### config.mk
export PLATFORM = sky130hd
export DESIGN_NAME = demux1_2_skid
export DESIGN_NICKNAME = d
export VERILOG_FILES = /design/src/rtl/common_pkg.sv /design/src/rtl/skid_buf.sv /design/src/rtl/demux1_2_skid.sv
export SDC_FILE = /design/constraint.sdc
export NUM_CORES = 1
export LEC_CHECK = 0
export ABC_AREA = 1
export CELL_PAD_IN_SITES_DETAIL_PLACEMENT = 0
export CELL_PAD_IN_SITES_GLOBAL_PLACEMENT = 1
export CORE_MARGIN = 2
export CORE_UTILIZATION = 35
export CTS_BUF_LIST = sky130_fd_sc_hd__clkbuf_2 sky130_fd_sc_hd__clkbuf_4 sky130_fd_sc_hd__clkbuf_8
export DETAILED_ROUTE_END_ITERATION = 7
export PLACE_DENSITY = 0.89
export SLEW_MARGIN = 20
export SYNTH_ARGS = -nofsm -noshare
export SYNTH_HDL_FRONTEND = slang
export SYNTH_SLANG_ARGS = --single-unit
export TNS_END_PERCENT = 100
### constraint.sdc
create_clock -name clk -period 1.84 [get_ports clk]
set_clock_uncertainty 0.2 [all_clocks]
set_input_delay 0.368 -clock clk [delete_from_list [all_inputs] [get_ports clk]]
set_output_delay 0.368 -clock clk [all_outputs]
set_load 0.02 [all_outputs]
### src/rtl/common_pkg.sv
// common_pkg: shared types for the skid-buffered stream demultiplexer
package common_pkg;
  typedef enum logic [1:0] {SKID_EMPTY, SKID_ONE, SKID_FULL} skid_state_t;
endpackage

### src/rtl/skid_buf.sv
// skid_buf: single-channel 2-entry buffer (main + skid register) with valid/ready output
module skid_buf
  import common_pkg::*;
#(
  parameter int DW = 32
) (
  input  logic          clk,
  input  logic          rst_n,
  input  logic          flush,
  input  logic          push,
  input  logic [DW-1:0] data_in,
  output logic          can_accept,
  output logic          out_valid,
  input  logic          out_ready,
  output logic [DW-1:0] out_data
);
  skid_state_t   r_state, w_next;
  logic [DW-1:0] r_main, r_skid;
  logic          w_pop;
  assign w_pop      = out_valid && out_ready;
  assign can_accept = r_state != SKID_FULL;
  assign out_valid  = r_state != SKID_EMPTY;
  assign out_data   = r_main;
  // Next state: flush empties the channel, otherwise occupancy follows push/pop
  always_comb begin
    w_next = r_state;
    if (flush) w_next = SKID_EMPTY;
    else
      case (r_state)
        SKID_EMPTY: w_next = push ? SKID_ONE : SKID_EMPTY;
        SKID_ONE:   w_next = (push && !w_pop) ? SKID_FULL : (w_pop && !push) ? SKID_EMPTY : SKID_ONE;
        SKID_FULL:  w_next = w_pop ? SKID_ONE : SKID_FULL;
        default:    w_next = SKID_EMPTY;
      endcase
  end
  // State register; reset outranks flush
  always_ff @(posedge clk) r_state <= !rst_n ? SKID_EMPTY : w_next;
  // Data: head register loads the input when it becomes/stays head, or the skid word when draining FULL
  always_ff @(posedge clk)
    if (!rst_n) begin
      r_main <= '0;
      r_skid <= '0;
    end else if (!flush) begin
      if (r_state == SKID_FULL) begin
        if (w_pop) r_main <= r_skid;
      end else if (push) begin
        if (r_state == SKID_EMPTY || w_pop) r_main <= data_in;
        else r_skid <= data_in;
      end
    end
endmodule

### src/rtl/demux1_2_skid.sv
// demux1_2_skid: 1-to-2 stream demultiplexer with an independent 2-entry skid buffer per output
module demux1_2_skid #(
  parameter int DW = 32
) (
  input  logic          clk,
  input  logic          rst_n,
  input  logic          flush,
  input  logic          in_valid,
  output logic          in_ready,
  input  logic [DW-1:0] in_data,
  input  logic          sel,
  output logic          out0_valid,
  input  logic          out0_ready,
  output logic [DW-1:0] out0_data,
  output logic          out1_valid,
  input  logic          out1_ready,
  output logic [DW-1:0] out1_data
);
  logic w_acc0, w_acc1, w_push0, w_push1;
  assign in_ready = !flush && (sel ? w_acc1 : w_acc0);
  assign w_push0  = in_valid && in_ready && !sel;
  assign w_push1  = in_valid && in_ready && sel;
  skid_buf #(.DW(DW)) u_ch0 (
    .clk(clk), .rst_n(rst_n), .flush(flush), .push(w_push0), .data_in(in_data),
    .can_accept(w_acc0), .out_valid(out0_valid), .out_ready(out0_ready), .out_data(out0_data)
  );
  skid_buf #(.DW(DW)) u_ch1 (
    .clk(clk), .rst_n(rst_n), .flush(flush), .push(w_push1), .data_in(in_data),
    .can_accept(w_acc1), .out_valid(out1_valid), .out_ready(out1_ready), .out_data(out1_data)
  );
endmodule

## Word-level counts from Yosys, hierarchy flattened

Index checks and enable logic that the tools add are counted.

- Eq/ne operators: 8
- Mux-type cells: 19
- Bitwise logic cells: 6
- Reduce and logical (&&, ||, !) cells: 31

Operators with widths:

| operator | number |
|---|---|
| $mux W32 | 8 |
| $reduce_and A4 Y1 | 4 |
| $pmux W2 S3 | 2 |
| $reduce_bool A2 Y1 | 6 |
| $logic_and A1 B1 Y1 | 10 |
| $mux W2 | 4 |
| $logic_not A1 Y1 | 6 |
| $not A1 Y1 | 6 |
| $mux W1 | 5 |
| $eq A2 B1 Y1 const B | 2 |
| $eq A2 B2 Y1 const B | 2 |
| $logic_not A2 Y1 | 2 |
| $ne A2 B1 Y1 const B | 2 |
| $ne A2 B2 Y1 const B | 2 |
| $logic_or A1 B1 Y1 | 2 |
| $reduce_or A2 Y1 | 1 |

- Register bits: 132
- Input port bits: 39
- Output and inout port bits: 67
- Logic and storage cells: 70

## Logic depth before layout (Yosys ltp)

Gate-level depths: netlist of run 1.

- Depth in word-level cells: 10
- Gate-level depth with buffers: 12
- Mapped depth without buffers: 11

## Cells and area by module

From an unflattened synthesis of run 1, not the netlist that was laid out.

- Cell total of the unflattened synthesis: 953
- Area, all modules: 5987.0 um2

Modules (own cells, without submodules):

| module | instances | cells an instance | area each (um2) | sequential area each (um2) |
|---|---|---|---|---|
| skid_buf | 2 | 472 | 2972.9 | 1321.3 |
| demux1_2_skid | 1 | 9 | 41.3 | 0.0 |

## Worst setup path after synthesis of run 1

OpenSTA, ideal clock, no wires.

- Kind: reg2reg
- Start: register u_ch0.r_state[0]
- End: register u_ch1.r_state[0]
- Library setup time: 118 ps
- Arrival time: 1579 ps
- Required time: 1522 ps
- Setup slack: -57 ps
- Stages on the path, launching flop included: 13
- Path buffers: 1
- Period minus slack after synthesis: 1897 ps
- Cells stage by stage: dfxtp_1 > inv_2 > nand2_2 > nor2_1 > nor2_4 > nand3_2 > inv_2 > buf_4 > ha_1 > nand3_1 > nand2_1 > inv_1 > a21oi_1

- Word-level cells in the longest chain between the ends: 10
- Elaborated cells between the ends (all ways): 12
- Classes of those cells: eq/ne (1); mux (5); reduce/logical (6)

RTL lines:

| item | RTL line | source |
|---|---|---|
| start: declaration | skid_buf.sv:17 | `skid_state_t r_state, w_next;` |
| start signal: assignment | skid_buf.sv:37 | `always_ff @(posedge clk) r_state <= !rst_n ? SKID_EMPTY : w_next;` |
| $ne A2 B2 Y1 * | skid_buf.sv:21 | `assign can_accept = r_state != SKID_FULL;` |
| $mux W1 * | demux1_2_skid.sv:20 | `assign in_ready = !flush && (sel ? w_acc1 : w_acc0);` |
| $logic_and A1 B1 Y1 * | demux1_2_skid.sv:20 |  |
| net in_ready | demux1_2_skid.sv:9 | `output logic in_ready,` |
| $logic_and A1 B1 Y1 * (2 in series) | demux1_2_skid.sv:22 | `assign w_push1 = in_valid && in_ready && sel;` |
| $logic_not A1 Y1 | skid_buf.sv:31 | `SKID_ONE: w_next = (push && !w_pop) ? SKID_FULL : (w_pop && !push) ? SKID_EMPTY : SKID_ONE;` |
| $logic_and A1 B1 Y1 | skid_buf.sv:31 |  |
| $mux W1 | skid_buf.sv:31 |  |
| $mux W2 | skid_buf.sv:31 |  |
| $pmux W2 S3 * | skid_buf.sv:29 | `case (r_state)` |
| end signal: assignment | skid_buf.sv:37 |  |
| end: declaration | skid_buf.sv:17 |  |

The timed path passes the listed nets; every way through them passes the cells marked *.
A chain may end at the register's enable or synchronous reset.

## Worst setup path after layout of run 1

- Start: register u_ch1.r_state[0]
- End: output in_ready

- Word-level cells in the longest chain between the ends: 3

RTL lines:

| item | RTL line |
|---|---|
| $ne A2 B2 Y1 | skid_buf.sv:21 |
| $mux W1 | demux1_2_skid.sv:20 |
| $logic_and A1 B1 Y1 | demux1_2_skid.sv:20 |
| end: declaration | demux1_2_skid.sv:9 |

Every way passes these cells.

==> metrics.md, run 1 <==
| Metric | Value |
|---|---|
| Vias per cell | `4.71` |
| Post-detailed-route wirelength per cell | `13.4 um` |
| Hold crit path type | `in2reg` |
| Register area | `0.00265 mm^2` |
| Worst-skew pair later-pin latency | `0.45 ns` |
| Cells after Synth | `855` |
| DRT iter0 DRCs | `414` |
| CTS Root Cell | `clkbuf_8` |
| Worst Path Required | `1.27 ns` |
| Worst path arrival time | `1.23 ns` |
| Setup violators final | `0` |
| NetSw | `1.61 mW` |
| Actual slew at the worst max-slew pin | `0.407 ns` |
| Num Clock Sinks | `132` |
| Crit. End Element | `output port` |
| LEAKAGE | `3.55 nW` |
| Placeable Area | `0.0165 mm^2` |
| Hold Slack | `0.172 ns` |
| PwrDens | `820 mW/mm^2` |
| Sw Ratio | `24.9%` |
| Final setup margin | `0.0460 ns` |
| Port Buffer Count | `105` |
| CTS buffer count | `17` |
| # H-tree levels | `4` |
| Max-cap violations | `0` |
| Clk pin slew, worst setup/hold paths | `0.08 ns` |
| Die area | `0.0178 mm^2` |
| Distinct cells, synth | `23` |
| Startpoint class of the critical path | `flip-flop` |
| Total negative setup slack | `0 ns` |
| Vias in the first global route | `4974` |
| GRT Residual Overflow | `0` |
| Synth warn | `0` |
| Post-CTS Setup Inserts | `0` |
| Int Power | `4.86 mW` |
| Clock Power Share | `43.9%` |
| Die Y | `133 um` |
| Seq pwr share | `45.3%` |
| Mean post-synth cell area | `6.84 um^2` |
| Slew Viols, Final | `0` |
| Layout cell share with drive strength beyond 1 | `11.3%` |
| Syn Nets | `896` |
| CTS tree | `yes` |
| Area Overhead vs Synth | `34.9%` |
| Post-DRT Antenna Nets | `0` |
| Routability cong. | `0.831` |
| Clock buffer depth | `2` |
| Placed insts | `1163` |
| Netlist Area Pre-Place | `0.00585 mm^2` |
| Non-Filler Instances | `1197` |
| Drt total wl | `16100 um` |
| Final hold vios | `0` |
| Max Clock Freq | `557 MHz` |
| Register bit total from synthesis | `132` |
| Final net count | `1005` |
| Io pins | `106` |
| Die Wd | `133 um` |
| # diodes | `0` |
| Outcome | `finished, final reports clean` |
| Largest net degree at the start of global routing | `66` |
| Residual DRC | `0` |
| Via count | `5636` |
| Tot GR Track Use | `18.0%` |
| DP HPWL | `10600 um` |
| 1st-pass router iterations | `5` |
| Place WS | `-0.433 ns` |
| Initial Utilization | `35.5%` |
| Slew HR | `72.9%` |
| FF-to-FF setup slack | `0.08 ns` |
| Maximum VDD drop | `0.000450 V` |
| Hold buffer count at cts | `0` |
| Fillers | `1711` |
| Period utilization | `97.5%` |
| First-pass GRT wire length | `25800 um` |
| Multi-input gate area | `0.00268 mm^2` |
| Row cnt | `47` |
| Crit Path Class | `reg2out` |
| Minimum clock period | `1.79 ns` |
| Post-synthesis sequential area ratio | `45.2%` |
| Comb pwr share | `10.7%` |
| Initial antenna violation count | `0` |
| Crit Path Max Fanout | `4` |
[flip-flops by register name (all words and copies together), names as in the netlist]
signal,count
u_ch1.r_skid,32
u_ch0.out_data,32
u_ch0.r_skid,32
u_ch1.r_state,2
u_ch0.r_state,2
u_ch1.out_data,32
[synthesized netlist by cell type (all sizes together)]
| library cell | instances | area [um^2] |
|---|---|---|
| a21oi | 99 | 495 |
| a31oi | 1 | 6.26 |
| buf | 28 | 161 |
| clkbuf | 35 | 131 |
| clkinv | 1 | 3.75 |
| dfxtp | 132 | 2640 |
| ha | 2 | 25.0 |
| inv | 76 | 285 |
| nand2 | 205 | 777 |
| nand3 | 71 | 365 |
| nand4 | 2 | 12.5 |
| nor2 | 73 | 287 |
| nor3 | 32 | 160 |
| o211ai | 1 | 12.5 |
| o21ai | 97 | 485 |
[what timing repair did]
action / CTS / global route
endpoints found under the hold margin: 0 / 0
gates resized for setup: 79 / 16
endpoints found under the setup margin: 67 / 40
pin swaps: 1 / 2
cloned: 0 / 2
[layer usage]
layer	global-route usage [%]	routed length, um	vias up
li1	-	-	2989
met1	27.0	8050	2463
met2	24.8	6810	164
met3	4.22	918	20
met4	6.50	286	0
met5	0	0	-
[layout make-up]
type | count | area share [%]
flip-flops and latches | 132 | 33.6
clock buffers | 19 | 3.23
clock inverters | 13 | 2.62
repair buffers | 153 | 19.5
multi-input cells | 583 | 33.9
inverters | 77 | 3.66
well taps | 220 | 3.49
[kinds of logic after synthesis]
group / Yosys count / synth area share (%)
AOI/OAI and AO/OA: 198 / 17.1
adders and majority gates: 2 / 0.428
buffers and inverters: 140 / 9.94
DFF: 132 / 45.2
and+or+nand+nor: 383 / 27.4
[critical path: stages, from the launching register on]
cell and delay [ns]:
dfxtp_4 0.37, inv_2 0.05, nand3_2 0.06, nand2_2 0.06, nor2_4 0.12, buf_6 0.12
[power groups by stage]
stage	Clock [mW]	Sequential [mW]	Combinational (mW)
after CTS	2.89	2.93	0.679
after detailed placement	0	3.00	0.710
after floorplan	0	3.06	0.293
final	2.84	2.93	0.695
after global routing	3.02	2.94	0.764
after global placement	0	3.00	0.710
[worst paths after layout]
check | from | endpoint | cells past startpoint
worst max-delay path | u_ch1.r_state[0]$_SDFF_PP0_ | in_ready | 5
worst max register to register | u_ch1.r_state[0]$_SDFF_PP0_ | u_ch1.out_data[7]$_SDFFE_PN0P_ | 11
worst min-delay path | rst_n | u_ch0.out_data[22]$_SDFFE_PN0P_ | 3
worst min register to register | u_ch0.r_skid[2]$_SDFFE_PN0P_ | u_ch0.r_skid[2]$_SDFFE_PN0P_ | 2
[stage by stage]
stage	util, %	cell area [um^2]	total power, mW
after detailed placement	45.0	7410	3.71
after floorplan	-	5860	3.35
after global placement	45.0	7410	3.71
after CTS	47.4	7800	6.50
after global routing	47.9	7890	6.72
final	47.9	7890	6.47
[placed cells by master (no fill, tap or decap), drive strengths merged]
cell / n
clkdlybuf4s50: 36
o21ai: 97
clkinv: 3
nand3: 71
dlymetal6s2s: 1
dfxtp: 132
o211ai: 1
nor2: 73
clkbuf: 21
nand4: 2
a21oi: 99
inv: 77
a31oi: 1
ha: 2
nor3: 32
dlygate4sd2: 64
buf: 50
clkinvlp: 5
bufinv: 5
nand2: 205
No activity file was read; power rests on OpenSTA's default activity.
==> run 2: changes to the inputs <==
- ABC_CLOCK_PERIOD_IN_PS: not set -> 1840
==> results of run 2 <==
Final layout, timing and power as in run 1 (identical DEF).
